[config.mk]
export PLATFORM = sky130hd
export DESIGN_NAME = p2s_serializer
export DESIGN_NICKNAME = d
export VERILOG_FILES = /design/src/rtl/p2s_serializer.sv
export SDC_FILE = /design/constraint.sdc
export NUM_CORES = 1
export LEC_CHECK = 0
export BUFFER_PORTS_ARGS = -buffer_cell sky130_fd_sc_hd__buf_2
export CAP_MARGIN = 20
export CORE_MARGIN = 8
export CORE_UTILIZATION = 45
export DETAILED_ROUTE_END_ITERATION = 6
export HOLD_SLACK_MARGIN = 0.12
export PLACE_DENSITY = 0.76
export SLEW_MARGIN = 15
export SYNTH_ARGS = -nofsm -noshare
export SYNTH_HDL_FRONTEND = slang
export SYNTH_SLANG_ARGS = --single-unit
[constraint.sdc]
create_clock -name clk -period 2.04 [get_ports clk]
set_input_delay 0.408 -clock clk [delete_from_list [all_inputs] [get_ports clk]]
set_output_delay 0.408 -clock clk [all_outputs]
set_load 0.01 [all_outputs]
[src/rtl/p2s_serializer.sv]
`timescale 1ns/1ps
`default_nettype none
// ============================================================================
//  Module      : p2s_serializer
//  Description : Pops words one at a time from an upstream FIFO + pipeline,
//                waits the fixed pop-to-data latency, captures the word and
//                shifts it out one bit per accepted beat on a valid/ready
//                serial link, marking first/last beats with sof/eof and
//                counting completed words.
//  Optional    : `define P2S_SERIALIZER_PARITY_EN appends an even-parity beat
//                (XOR of the data bits) after the last data bit; eof then
//                marks the parity beat.
//  Ports       : clk, rstn (async, active-low)
//                en          - permits new pops
//                fifo_empty  - upstream empty flag
//                fifo_pop    - one-cycle pop strobe
//                fifo_data   - pipelined pop data (valid POP_LATENCY edges
//                              after the pop is sampled)
//                ser_valid / ser_ready / ser_data - serial link
//                ser_sof / ser_eof - first / last beat of a word
//                busy        - FSM not in IDLE
//                word_count  - words whose last beat was accepted (wraps)
//  Revision    : 1.0 - initial release
// ============================================================================
module p2s_serializer #(
    parameter int DATA_WIDTH  = 11,
    parameter int POP_LATENCY = 3,
    parameter int MSB_FIRST   = 1
) (
    input  logic                  clk,
    input  logic                  rstn,
    input  logic                  en,
    input  logic                  fifo_empty,
    output logic                  fifo_pop,
    input  logic [DATA_WIDTH-1:0] fifo_data,
    output logic                  ser_valid,
    input  logic                  ser_ready,
    output logic                  ser_data,
    output logic                  ser_sof,
    output logic                  ser_eof,
    output logic                  busy,
    output logic [15:0]           word_count
);

`ifdef P2S_SERIALIZER_PARITY_EN
    localparam int c_BEATS = DATA_WIDTH + 1;
`else
    localparam int c_BEATS = DATA_WIDTH;
`endif
    localparam int c_IDX_W = $clog2(c_BEATS);
    localparam int c_LAT_W = (POP_LATENCY < 2) ? 1 : $clog2(POP_LATENCY + 1);
    localparam logic [c_IDX_W-1:0] c_LAST = c_IDX_W'(c_BEATS - 1);
    localparam logic [c_LAT_W-1:0] c_LAT  = c_LAT_W'(POP_LATENCY);

    typedef enum logic [1:0] {
        S_IDLE  = 2'd0,
        S_POP   = 2'd1,
        S_WAIT  = 2'd2,
        S_SHIFT = 2'd3
    } state_t;

    state_t                r_state;
    state_t                w_next;
    logic [DATA_WIDTH-1:0] r_shift;
    logic [c_IDX_W-1:0]    r_idx;
    logic [c_LAT_W-1:0]    r_lat;
    logic [15:0]           r_count;

    logic w_accept;
    logic w_last;
    logic w_can_pop;
    logic w_lat_done;
    logic w_data_bit;
    logic w_out_bit;

    assign w_accept   = (r_state == S_SHIFT) && ser_ready;
    assign w_last     = (r_idx == c_LAST);
    assign w_can_pop  = en && !fifo_empty;
    assign w_lat_done = (r_lat == c_LAT);
    assign w_data_bit = (MSB_FIRST != 0) ? r_shift[DATA_WIDTH-1] : r_shift[0];

`ifdef P2S_SERIALIZER_PARITY_EN
    logic r_parity;
    // The parity beat sits at index DATA_WIDTH, after every data bit.
    assign w_out_bit = (r_idx == c_IDX_W'(DATA_WIDTH)) ? r_parity : w_data_bit;
`else
    assign w_out_bit = w_data_bit;
`endif

    // ------------------------------------------------------------------
    // Next-state logic
    // ------------------------------------------------------------------
    always_comb begin
        w_next = r_state;
        case (r_state)
            S_IDLE:  if (w_can_pop) w_next = S_POP;
            S_POP:   w_next = S_WAIT;
            S_WAIT:  if (w_lat_done) w_next = S_SHIFT;
            S_SHIFT: begin
                // Going straight to POP avoids an IDLE bubble between words.
                if (w_accept && w_last) w_next = w_can_pop ? S_POP : S_IDLE;
            end
            default: w_next = S_IDLE;
        endcase
    end

    always_ff @(posedge clk or negedge rstn) begin
        if (!rstn) r_state <= S_IDLE;
        else       r_state <= w_next;
    end

    // ------------------------------------------------------------------
    // Datapath: latency counter, shift register, bit index, word counter
    // ------------------------------------------------------------------
    always_ff @(posedge clk or negedge rstn) begin
        if (!rstn) begin
            r_shift <= '0;
            r_idx   <= '0;
            r_lat   <= '0;
            r_count <= '0;
`ifdef P2S_SERIALIZER_PARITY_EN
            r_parity <= 1'b0;
`endif
        end else begin
            case (r_state)
                // Leaving POP is edge E0; the counter then holds the number
                // of edges elapsed since E0.
                S_POP: r_lat <= c_LAT_W'(1);
                S_WAIT: begin
                    if (w_lat_done) begin
                        r_shift <= fifo_data;
                        r_idx   <= '0;
`ifdef P2S_SERIALIZER_PARITY_EN
                        r_parity <= ^fifo_data;
`endif
                    end else begin
                        r_lat <= r_lat + c_LAT_W'(1);
                    end
                end
                S_SHIFT: begin
                    if (w_accept) begin
                        if (MSB_FIRST != 0) r_shift <= {r_shift[DATA_WIDTH-2:0], 1'b0};
                        else                r_shift <= {1'b0, r_shift[DATA_WIDTH-1:1]};
                        if (w_last) begin
                            r_idx   <= '0;
                            r_count <= r_count + 16'd1;
                        end else begin
                            r_idx <= r_idx + c_IDX_W'(1);
                        end
                    end
                end
                default: ;
            endcase
        end
    end

    // Outputs are decoded from registered state only.
    assign fifo_pop   = (r_state == S_POP);
    assign busy       = (r_state != S_IDLE);
    assign ser_valid  = (r_state == S_SHIFT);
    assign ser_data   = (r_state == S_SHIFT) && w_out_bit;
    assign ser_sof    = (r_state == S_SHIFT) && (r_idx == '0);
    assign ser_eof    = (r_state == S_SHIFT) && w_last;
    assign word_count = r_count;

endmodule
`default_nettype wire
==> results of run 1 <==
-- cells in the mapped netlist (2+ instances only) --
cell,n,area (sq um)
or2_2,2,12.51
mux2i_1,10,100.1
inv_1,7,26.28
and3_1,2,12.51
nor2_1,7,26.28
nand4_1,2,12.51
nand2_1,22,82.58
xor2_1,6,52.55
a22o_1,2,17.52
dfrtp_1,35,875.8
nand3_1,12,60.06
ha_1,10,125.1
nor2b_1,2,12.51
o21ai_0,16,80.08
mux2_2,2,22.52
buf_2,3,15.01
nand2b_1,2,12.51
xnor2_1,10,87.58
-- routing by layer --
| metal | GRT usage [%] | routed length, um |
|---|---|---|
| met3 | 5.293 | 238 |
| met5 | 0 | 0 |
| met4 | 2.593 | 26 |
| met1 | 14.11 | 1656 |
| met2 | 18.91 | 1631 |
-- sequential cells by signal, summed over array words and instances, names as in the netlist --
name and cells:
word_count 16, r_idx 4, r_lat 2, r_shift 11, r_state 2
-- per-stage QoR --
stage          utilization, %  hold slack [ps]
2_1_floorplan               -            112.4
3_3_place_gp            52.05            457.9
3_5_place_dp            52.05            461.6
4_1_cts                 54.74            226.5
5_1_grt                 54.84            264.0
6_report                54.84            194.3
-- cell families (layout without fill, tap and decap cells) --
| group | Yosys count | after routing | share of synthesized area (%) |
|---|---|---|---|
| simple gates | 58 | 58 | 17.26 |
| flops | 35 | 35 | 48.14 |
| compound gates | 27 | 27 | 9.354 |
| xor+xnor | 16 | 16 | 7.703 |
| mux | 13 | 13 | 7.565 |
| buf+inv | 12 | 54 | 3.095 |
| fa+ha+maj | 10 | 10 | 6.878 |
-- where the power goes --
| part | switching (mW) | internal [mW] | leakage (nW) |
|---|---|---|---|
| Clock | 0.253 | 0.307 | 0.0505 |
| Combinational | 0.560 | 0.462 | 0.609 |
| Sequential | 0.105 | 0.853 | 0.464 |
| Total | 0.919 | 1.62 | 1.12 |
-- final timing paths --
| kind | start | end | slack [ps] | depth (start not counted) |
|---|---|---|---|---|
| worst max-delay path | r_state[1] | ser_data | 130 | 4 |
| worst min-delay path | rstn | word_count[14] | 190 | 1 |
| worst max register to register | r_state[0] | r_state[1] | 230 | 6 |
| worst min register to register | word_count[15] | word_count[15] | 470 | 1 |
| max in group asynchronous | rstn | r_shift[1] | 1350 | 1 |
| min in group clk | fifo_data[2] | r_shift[2] | 400 | 3 |
-- what timing repair did --
item,in CTS,in global routing
pin swaps,0,0
gates resized for setup,1,1
hold endpoints to repair,0,0
setup endpoints to repair,1,1
-- area by class of cell --
class | instances | area [sq um]
clock inverters | 1 | 7.507
fillers | 375 | 1780
well taps | 50 | 62.56
flip-flops and latches | 35 | 875.8
repair buffers | 39 | 203.9
inverters | 7 | 26.28
clock buffers | 7 | 96.34
multi-input cells | 124 | 889.6
==> results.ini, run 1 <==
[synth]
ys_warn_count = 0
ys_ff_latch = 35
synth.distinct_cells = 37
synthFlopType = dfrtp_1
syn_avg_cell_area_sq_um = 10.64
syn_inst = 171
synth_edf_count = 0
yosysSeqAreaShare_pct = 48.14
synthArstFlopShare_pct = 100.0
synthesis.area_sq_mm = 0.001819
synth_nets = 197

[timing]
max_clock_freq_mhz = 524.1
worst_slew_pin_slew_ps = 775.4
clock_skew_ps = 6.764
rsz0062_at_grt = false
min_period_ps = 1908
final-hold-violation-count = 0
maxSlewViolCount = 0
fin_crit_sh_pct = 93.54
relSlewSlack_pct = 48.31
setup_viol_count_final = 0
setup_tns_ps = 0
worst_slack_ps = 131.9

[clock_network]
clockBufferDepth = 2
clock_sinks = 35
cts_hold_buf = 0
htreeDepth = 2
clkLatencyLatePin_ps = 280
cts_tree = done
clockRootBuffer = clkbuf_8
cts_made_buffers = 5
clkTransAtPathRegs_ps = 70
cts_setup_buffers = 0

[critical_path]
worstSetupStartpointType = register
path_delay_family = flip-flops
worstSetupPathType = reg2out
cp_num_buf_inv = 2
crit_required_ps = 1630
critPathSlowestCell = dfrtp_1
worst_setup_path_end_kind = primary output
crit_chain = ha_2, buf_6, and2_1, buf_2
critPathArrivalTime_ps = 1500
slowest_delay_ps = 430
crit_fanout = 15

[global_route]
grt_max_degree = 36
grt_pass1_wl_um = 6085
grt_use_total_pct = 11.79
antenna_found_initial = 0
overflow = 0
first_global_vias = 1388

[drt]
via_per_inst = 5.065
drc = 0
wl_um = 3552
wl_per_cell_um = 13.51
drt_iter0_drc = 35
vias = 1332
firstDrtPassIters = 4
antenna_left = 0

[place]
io_buffers = 37
dp_slack_ps = 268.5
dp.cells = 255
gp_congestion = 0.7892
placed_area_sq_mm = 0.002052
dp_hpwl_um = 2659

[die]
die_w_um = 79.58
io_pins = 38
std_cell_rows = 23
core_area_sq_mm = 0.003943
die_area_sq_mm = 0.006333
start_util_pct = 46.14
die-height_um = 79.58

[final_layout]
final_cell_area_sq_mm = 0.002162
drive_gt1_share_pct = 26.29
layout-area-overhead-vs-synth_pct = 18.84
layout.cells.non_filler = 263
layout_commonest_cell = buf_2
num_antenna_cells = 0
nets = 238
mostFrequentLayoutCells = buf_2 (37), dfrtp_1 (35), nand2_1 (22)

[power]
power_density_mw_per_mm2 = 1175
report.power.total_mw = 2.541
p_leak_nw = 1.123
ir_worst_vdd_uv = 734.0

[min_path]
holdCritPathClass = in2async

[status]
outcome = completed

[flow_run]
cap_violations = 0

No activity file was read; power rests on OpenSTA's default activity.
==> run 2: changes to the inputs <==
Settings changed: CELL_PAD_IN_SITES_DETAIL_PLACEMENT from default to 0, CELL_PAD_IN_SITES_GLOBAL_PLACEMENT from default to 1, CORE_UTILIZATION 45 to 44, CTS_BUF_LIST from default to sky130_fd_sc_hd__clkbuf_4 sky130_fd_sc_hd__clkbuf_8, PLACE_DENSITY 0.76 to 0.82.
==> run 2 against run 1 <==
Largest cell class unchanged; largest power group unchanged; critical path depth is the same; highest routed layer unchanged; sequential share of layout area rose by 0.31 points; clock power fell by 11%.
==> results.ini, run 2 (same netlist as run 1, synthesis figures left out) <==
[clock_network]
clock_sinks = 35  ; unchanged
cts_tree = done
clockBufferDepth = 2  ; unchanged
clkLatencyLatePin_ps = 280  ; about the same
htreeDepth = 2  ; unchanged
clkTransAtPathRegs_ps = 70  ; about the same
clockRootBuffer = clkbuf_8
cts_hold_buf = 0  ; unchanged
cts_made_buffers = 5  ; unchanged

[final_layout]
seqCellArea_sq_um = 875.8  ; unchanged
finalCoreUtilization_pct = 53.64  ; -1.2 points
layout.cells.non_filler = 262  ; -0.38%
fillCellCount = 372  ; -0.80%
nets = 238  ; unchanged
num_antenna_cells = 0  ; unchanged
drive_gt1_share_pct = 25.94  ; -0.35 points
layout_commonest_cell = buf_2
multiInputGateArea_sq_um = 889.6  ; unchanged
layout-area-overhead-vs-synth_pct = 17.95
largest_register_ffs = 16  ; unchanged
mostFrequentLayoutCells = buf_2 (37), dfrtp_1 (35), nand2_1 (22)
final_cell_area_sq_mm = 0.002146  ; -0.75%

[timing]
setup_viol_count_final = 0  ; unchanged
setup_tns_ps = 0  ; unchanged
rsz0062_at_grt = false
max_clock_freq_mhz = 517.3  ; -1.3%
worst_slew_pin_slew_ps = 769.9  ; -5.472 ps
relSlewSlack_pct = 48.67  ; +0.36 points
maxSlewViolCount = 0  ; unchanged
final-hold-violation-count = 0  ; unchanged
hold-worst-slack_ps = 196.8  ; +2.477 ps
min_period_ps = 1933  ; +24.85 ps
clock_skew_ps = 4.657  ; -2.107 ps
worst_slack_ps = 107.0  ; -24.84 ps
fin_crit_sh_pct = 94.75  ; +1.2 points

[place]
dp.cells = 255  ; unchanged
io_buffers = 37  ; unchanged
dp_slack_ps = 246.9  ; -21.61 ps
placed_area_sq_mm = 0.002052  ; unchanged
dp_hpwl_um = 2824  ; +6.2%
gp_congestion = 0.8050  ; +2.0%

[die]
die-height_um = 80.30  ; +0.90%
io_pins = 38  ; unchanged
die_area_sq_mm = 0.006448  ; +1.8%
core_area_sq_mm = 0.004000  ; +1.5%
start_util_pct = 45.48  ; -0.66 points
std_cell_rows = 23  ; unchanged
die_w_um = 80.30  ; +0.90%

[critical_path]
cp_num_buf_inv = 2  ; unchanged
r2r_cells = 6  ; unchanged
regToRegStartpoint = r_state[0]
worstSetupStartpointType = register
crit_required_ps = 1630  ; about the same
crit_fanout = 15  ; unchanged
crit_chain = ha_2, buf_6, and2_1, buf_2
worst_setup_path_end_kind = primary output
slowest_delay_ps = 430  ; about the same
reg2reg_to = r_state[1]
critPathSlowestCell = dfrtp_1
critPathArrivalTime_ps = 1520  ; +20 ps
reg2reg_slack_ps = 230  ; about the same
path_delay_family = flip-flops
worstSetupPathType = reg2out

[global_route]
grt_use_total_pct = 12.33  ; +0.54 points
grt.met2_usage_pct = 21.58  ; +2.7 points
top_usage_layer = met2
grt_max_degree = 36  ; unchanged
overflow = 0  ; unchanged
first_global_vias = 1460  ; +5.2%
antenna_found_initial = 0  ; unchanged
grt_pass1_wl_um = 6423  ; +5.6%
gr-usage-met3_pct = 4.018  ; -1.3 points
met1_usage_pct = 13.79  ; -0.33 points

[power]
power_density_mw_per_mm2 = 1165  ; -0.84%
report.power.total_mw = 2.501  ; -1.6%
pwr-share-comb_pct = 41.5  ; +1.3 points
seq_power_share_pct = 38.5  ; +0.8 points
p_int_mw = 1.579  ; -2.7%
ir_worst_vdd_uv = 608.8  ; -17%
p_sw_uw = 921.3  ; +0.31%
switching_share_pct = 36.84  ; +0.69 points
pwr-share-clk_pct = 20.0  ; -2.1 points
p_leak_nw = 1.120  ; -0.31%

[status]
outcome = completed

[min_path]
holdCritPathClass = in2async

[drt]
wl_um = 3682  ; +3.7%
drc = 0  ; unchanged
via_per_inst = 5.210  ; +2.9%
wl_per_cell_um = 14.05  ; +4.1%
vias = 1365  ; +2.5%
antenna_left = 0  ; unchanged
drt_iter0_drc = 43  ; +23%
firstDrtPassIters = 3  ; -1

[flow_run]
cap_violations = 0  ; unchanged

## run 2: cell count changes in the layout (fill, tap and decap cells not counted)
cell        delta
clkbuf_8       -1
clkinvlp_4     -1
clkinv_2       +1
## run 2: how the worst max path moves through the flow
stage | endpoint | from | slack [ps] | cells past startpoint
floorplan | ser_sof | r_state[1] | 180 | 4
global placement | ser_data | r_state[1] | 320 | 4
detailed placement | r_state[1] | r_state[0] | 250 | 6
CTS | ser_data | r_state[1] | 20 | 4
global route | ser_sof | r_state[1] | 9 | 3
finish | ser_data | r_state[1] | 110 | 4
## run 2: final cells by class
class                   instances  area share, %
flip-flops and latches         35          40.82
multi-input cells             124          41.46
well taps                      50          2.915
clock inverters                 1         0.2332
repair buffers                 39          9.504
clock buffers                   6          3.848
inverters                       7          1.224
## run 2: metal layers
layer	up-vias	wire (um)
met4	0	42
met3	5	216
met2	25	1871
li1	669	-
met1	666	1552
met5	-	0
## run 2: worst reg2reg max path, cell delays in order, from the launching register on
cell and delay [ps]:
dfrtp_1 410, inv_1 110, ha_1 310, nand2b_1 150, nand2_1 90, a211o_1 320, mux2_4 310
## run 2: what timing repair did
| action | in CTS | in global routing |
|---|---|---|
| setup endpoints to repair | 1 | 1 |
| setup buffers | 0 | 0 |
| resized for setup | 1 | 1 |
## run 2: power by group through the flow
stage	clock network, mW	logic (mW)	registers [mW]
3_3_place_gp	0	0.980	0.960
6_report	0.500	1.04	0.962
4_1_cts	0.516	1.05	0.959
5_1_grt	0.545	1.20	0.976
2_1_floorplan	0	0.805	0.944
3_5_place_dp	0	1.04	0.971
